`config.mk`:
```
export PLATFORM = sky130hd
export DESIGN_NAME = xc_aessub_mc
export DESIGN_NICKNAME = d
export VERILOG_FILES = /design/src/rtl/xc_aessub_mc.sv
export SDC_FILE = /design/constraint.sdc
export NUM_CORES = 1
export LEC_CHECK = 0
export CAP_MARGIN = 20
export CELL_PAD_IN_SITES_DETAIL_PLACEMENT = 0
export CELL_PAD_IN_SITES_GLOBAL_PLACEMENT = 2
export CORE_ASPECT_RATIO = 1.25
export CORE_MARGIN = 10
export CORE_UTILIZATION = 39
export CTS_BUF_LIST = sky130_fd_sc_hd__clkbuf_4 sky130_fd_sc_hd__clkbuf_8
export CTS_CLUSTER_SIZE = 40
export DETAILED_ROUTE_END_ITERATION = 10
export HOLD_SLACK_MARGIN = 0.06
export PLACE_DENSITY_LB_ADDON = 0.2
export REMOVE_ABC_BUFFERS = 1
export SYNTH_ARGS = -nofsm -noshare
export SYNTH_HDL_FRONTEND = slang
export SYNTH_SLANG_ARGS = --single-unit
```
`constraint.sdc`:
```
create_clock -name clock -period 23.2 [get_ports clock]
set_input_delay 4.64 -clock clock [delete_from_list [all_inputs] [get_ports clock]]
set_output_delay 4.64 -clock clock [all_outputs]
set_load 0.005 [all_outputs]
```
`src/rtl/xc_aessub_mc.sv`:
```
// ============================================================================
// Module   : xc_aessub_mc
// Purpose  : Multi-cycle xc.aessub execute unit; LANES shared S-box datapaths
//            build the four result bytes, then a one-cycle ready pulse.
// Revision : 1.0 - initial release
// ============================================================================
`default_nettype none

module xc_aessub_mc #(
  parameter int LANES = 1
) (
  input  logic        clock,
  input  logic        reset,
  input  logic        flush,
  input  logic        valid,
  input  logic [31:0] rs1,
  input  logic [31:0] rs2,
  input  logic        enc,
  input  logic        rot,
  output logic        ready,
  output logic [31:0] result
);

  typedef enum logic [1:0] {
    S_IDLE = 2'd0,
    S_BUSY = 2'd1,
    S_DONE = 2'd2
  } state_t;

  localparam logic [1:0] C_STEP = 2'(LANES);
  localparam logic [1:0] C_LAST = 2'(4 - LANES);

  // GF(2^8) multiply modulo x^8+x^4+x^3+x+1
  function automatic logic [7:0] gf_mul(input logic [7:0] a, input logic [7:0] b);
    logic [7:0] p;
    logic [7:0] x;
    p = 8'h00;
    x = a;
    for (int i = 0; i < 8; i++) begin
      if (b[i]) p = p ^ x;
      x = {x[6:0], 1'b0} ^ (x[7] ? 8'h1b : 8'h00);
    end
    return p;
  endfunction

  // x^254 == x^-1 for x != 0, and maps 0 to 0 as the S-box requires
  function automatic logic [7:0] gf_inv(input logic [7:0] a);
    logic [7:0] r;
    logic [7:0] p;
    r = 8'h01;
    p = a;
    for (int i = 1; i < 8; i++) begin
      p = gf_mul(p, p);
      r = gf_mul(r, p);
    end
    return r;
  endfunction

  function automatic logic [7:0] fwd_affine(input logic [7:0] b);
    return b ^ {b[6:0], b[7]} ^ {b[5:0], b[7:6]} ^ {b[4:0], b[7:5]} ^
           {b[3:0], b[7:4]} ^ 8'h63;
  endfunction

  function automatic logic [7:0] inv_affine(input logic [7:0] b);
    return {b[6:0], b[7]} ^ {b[4:0], b[7:5]} ^ {b[1:0], b[7:2]} ^ 8'h05;
  endfunction

  state_t     state_q, state_d;
  logic [1:0] cnt_q, cnt_d;
  logic       enc_q, enc_d;
  logic       rot_q, rot_d;
  logic [7:0] op_q  [4];
  logic [7:0] op_d  [4];
  logic [7:0] acc_q [4];
  logic [7:0] acc_d [4];
  logic [7:0] w_sb  [LANES];
  logic [31:0] w_word;
  logic        w_unused_bits;

  // Only the selected byte lanes of each source register feed the unit
  assign w_unused_bits = ^{rs1[31:24], rs1[15:8], rs2[23:16], rs2[7:0]};

  // Each lane shares one GF inverter between encrypt and decrypt paths
  generate
    for (genvar l = 0; l < LANES; l++) begin : g_lane
      logic [7:0] w_in;
      logic [7:0] w_pre;
      logic [7:0] w_inv;
      assign w_in    = op_q[cnt_q + 2'(l)];
      assign w_pre   = enc_q ? w_in : inv_affine(w_in);
      assign w_inv   = gf_inv(w_pre);
      assign w_sb[l] = enc_q ? fwd_affine(w_inv) : w_inv;
    end
  endgenerate

  always_comb begin
    state_d = state_q;
    cnt_d   = cnt_q;
    enc_d   = enc_q;
    rot_d   = rot_q;
    op_d    = op_q;
    acc_d   = acc_q;
    case (state_q)
      S_IDLE: begin
        if (valid && !flush) begin
          op_d[0] = rs1[7:0];
          op_d[1] = rs2[15:8];
          op_d[2] = rs1[23:16];
          op_d[3] = rs2[31:24];
          enc_d   = enc;
          rot_d   = rot;
          cnt_d   = 2'd0;
          state_d = S_BUSY;
        end
      end
      S_BUSY: begin
        for (int l = 0; l < LANES; l++) begin
          acc_d[cnt_q + 2'(l)] = w_sb[l];
        end
        cnt_d = cnt_q + C_STEP;
        if (cnt_q == C_LAST) state_d = S_DONE;
      end
      S_DONE:  state_d = S_IDLE;
      default: state_d = S_IDLE;
    endcase
    if (flush) state_d = S_IDLE;
  end

  always_ff @(posedge clock or posedge reset) begin
    if (reset) begin
      state_q <= S_IDLE;
      cnt_q   <= 2'd0;
      enc_q   <= 1'b0;
      rot_q   <= 1'b0;
      for (int i = 0; i < 4; i++) begin
        op_q[i]  <= 8'h00;
        acc_q[i] <= 8'h00;
      end
    end else begin
      state_q <= state_d;
      cnt_q   <= cnt_d;
      enc_q   <= enc_d;
      rot_q   <= rot_d;
      op_q    <= op_d;
      acc_q   <= acc_d;
    end
  end

  assign ready  = (state_q == S_DONE);
  assign w_word = rot_q ? {acc_q[2], acc_q[1], acc_q[0], acc_q[3]}
                        : {acc_q[3], acc_q[2], acc_q[1], acc_q[0]};
  // Gate the accumulator so partial S-box results never reach the bypass bus
  assign result = ready ? w_word : 32'h0;

endmodule

`default_nettype wire

```
==> results.py, run 1 <==
metrics = {
    "synthesis": {
        "yosys-top-cells-area": "xnor2_1, dfrtp_1, xnor3_1",
        "synth_ff_type": "dfrtp_1",
        "synth_top_area_share_pct": 18.0,
        "ys_warn_count": 0,
        "seq_area_frac_synth_pct": 9.08,
        "synth_edf_count": 0,
        "yosysTopAreaCell": "xnor2_1",
        "synth-seq-cells": 70,
        "synth_async_sr_flop_share_pct": 100,
        "syn_inst": 2419,
        "avgSynthCellArea_um2": 7.97,
        "synth_area_mm2": 0.0193,
        "ys_types": 114,
    },
    "setup_path": {
        "critical_path.max_fanout": 28,
        "crit_type": "reg -> reg",
        "end_kind": "register",
        "arrival_ns": 20.91,
        "worst_ep_required_time_ns": 23.40,
        "rr_endpoint": "acc_q[9]",
        "rr_startpoint": "cnt_q[0]",
        "slowest_stage": "a211oi_1",
        "worstSetupStartpoint": "cnt_q[0]",
        "critPathBufInv": 7,
        "max_stage_delay_ns": 0.87,
        "startpoint_type": "register",
        "crit_path_frequent_cell": "xnor2_1",
        "r2r_cells": 66,
        "rrSetupSlack_ns": 2.49,
        "cp_top_family": "XOR/XNOR gates",
    },
    "route": {
        "vias_per_cell": 5.55,
        "avgRoutedWirePerCell_um": 19.7,
        "totalWireLength_um": 60800,
        "postRouteAntennaNets": 0,
        "drc": 0,
        "vias": 17175,
        "drt_iter0_markers": 1075,
        "firstDrtPassIters": 5,
    },
    "global_routing": {
        "grt_pass1_vias": 16841,
        "grt_max_degree": 71,
        "grtUsageTotal_pct": 20.3,
        "antenna_found_initial": 0,
        "grt_pass1_wl_um": 96800,
        "overflow": 0,
    },
    "clock_network": {
        "cts_resized": 0,
        "clkTransAtPathRegs_ns": 0.08,
        "root_buffer": "clkbuf_8",
        "cts_setup_buffers": 0,
        "htree_levels": 3,
        "cts_tree": "yes",
        "clock_latency_ns": 0.34,
        "clockBufferDepth": 2,
        "hold_buffers": 0,
        "numCtsBuffers": 9,
        "clock-sinks": 70,
    },
    "die": {
        "die_area_mm2": 0.0588,
        "ios": 103,
        "start_util_pct": 39.2,
        "die_w_um": 219,
        "rows": 91,
        "die_height_um": 269,
        "coreArea_mm2": 0.0492,
    },
    "final_layout": {
        "fin_area_mm2": 0.0212,
        "drive_above_1_share_pct": 12.9,
        "antenna_cells": 0,
        "areaGrowthSynthToFinish_pct": 9.83,
        "fillCellCount": 5058,
        "nNetsFinal": 2519,
    },
    "sta": {
        "finalMaxSlewViolations": 0,
        "setup_viol": 0,
        "fmax_mhz": 48.3,
        "hold_viol_final": 0,
        "skew_ns": 0.0117,
        "rsz0062_at_grt": "false",
        "period_share_pct": 89.3,
        "relSlewSlack_pct": 32.9,
        "period_needed_ns": 20.71,
        "tightest_slew_ns": 1.00,
        "finalSetupTns_ns": 0,
    },
    "placed_design": {
        "port_buffers": 70,
        "gp_congestion": 0.857,
        "postPlaceCellArea_mm2": 0.0209,
        "hpwlAfterDp_um": 45300,
    },
    "hold_path": {
        "hold_path_class": "reg -> reg",
        "hold_end": "op_q[12]",
        "hold_depth": 1,
        "min-delay-start": "op_q[12]",
    },
    "outcome": {
        "run_status": "completed",
    },
    "run": {
        "drv_cap": 0,
    },
}
## per-stage QoR
| step | utilization [%] | worst slack [ns] | hold slack [ns] | std cells |
|---|---|---|---|---|
| floorplan | - | 3.03 | 0.451 | 2260 |
| global placement | 42.5 | 2.34 | 0.485 | 3075 |
| detailed placement | 42.5 | 2.31 | 0.495 | 3075 |
| CTS | 43.0 | 2.17 | 0.511 | 3091 |
| global route | 43.1 | 0.809 | 0.522 | 3094 |
| finish | 43.1 | 2.49 | 0.506 | 3094 |
## synth_stat cells, types with 10 or more instances
master / instances
xnor2_1: 396
nor2_1: 366
nand2_1: 243
xor2_1: 106
clkbuf_1: 100
a21oi_1: 95
mux2i_1: 93
nor3_1: 81
dfrtp_1: 70
xnor3_1: 70
o21ai_0: 56
nand3_1: 55
o21ai_1: 48
mux2_2: 46
xnor2_2: 42
buf_2: 34
a211oi_1: 30
a31oi_1: 26
inv_1: 24
o22ai_1: 22
o211ai_1: 19
and2_1: 17
a21o_1: 16
nor4_1: 14
xnor2_4: 13
and3_1: 12
xor2_2: 12
a211o_1: 11
buf_1: 11
ha_1: 11
nand4_1: 11
xnor3_2: 11
mux4_2: 10
nand2b_1: 10
o32ai_1: 10
or3_1: 10
## sequential cells by signal (all words and copies together), names as in the netlist
signal	count
acc_q	32
cnt_q	2
enc_q	1
op_q	32
rot_q	1
state_q	2
## cell usage in the layout, fill, tap and decap left out, types with 56 or more instances in the layout
master | Yosys | routed
a21oi_1 | 95 | 95
mux2i_1 | 93 | 93
xor2_1 | 106 | 105
o21ai_0 | 56 | 56
dfrtp_1 | 70 | 70
xnor2_1 | 396 | 389
xnor3_1 | 70 | 70
nor3_1 | 81 | 80
clkdlybuf4s50_1 | 0 | 70
nand2_1 | 243 | 243
buf_4 | 9 | 95
nor2_1 | 366 | 366
## routing by layer
layer / global-route usage, % / vias to the layer above / share of wire [%]
met5: 0 / - / 0
met4: 4.18 / 0 / 1.4
met3: 1.07 / 51 / 3.3
met2: 36.7 / 330 / 51
met1: 26.0 / 8319 / 44
li1: - / 8475 / -
## how the worst max path moves through the flow
| stage | depth (start not counted) | endpoint |
|---|---|---|
| finish | 66 | acc_q[9] |
| global route | 66 | acc_q[18] |
| CTS | 65 | acc_q[9] |
| detailed placement | 65 | acc_q[13] |
| global placement | 65 | acc_q[2] |
| floorplan | 58 | acc_q[3] |
## final cells by class
cell class | instances | area [um2] | area share, %
clock buffer | 10 | 138 | 0.650
clock inverter | 6 | 116 | 0.549
inverter | 29 | 109 | 0.514
multi-input combinational | 2161 | 16800 | 79.4
sequential | 70 | 1750 | 8.27
tap | 651 | 815 | 3.85
timing repair buffer | 167 | 1440 | 6.81
## cell families after synthesis
family	Yosys count	synth area share (%)
AND/OR/NAND/NOR	891	20.9
XOR/XNOR	664	40.6
AO/OA/AOI/OAI	444	15.6
buffers and inverters	188	4.25
multiplexers	151	8.88
flip-flops	70	9.08
adder cells (fa/ha/maj)	11	0.714
Power of run 1 is left out: the tool's default activity adds up to more than one toggle a clock period on the data nets, which glitch-free logic cannot reach.
==> run 2: changes to the inputs <==
CTS_CLUSTER_DIAMETER = 50   (was unset)
==> results of run 2 <==
No change in the layout: final DEF, timing and power equal those of run 1.
Power of run 2 is left out for the same reason.
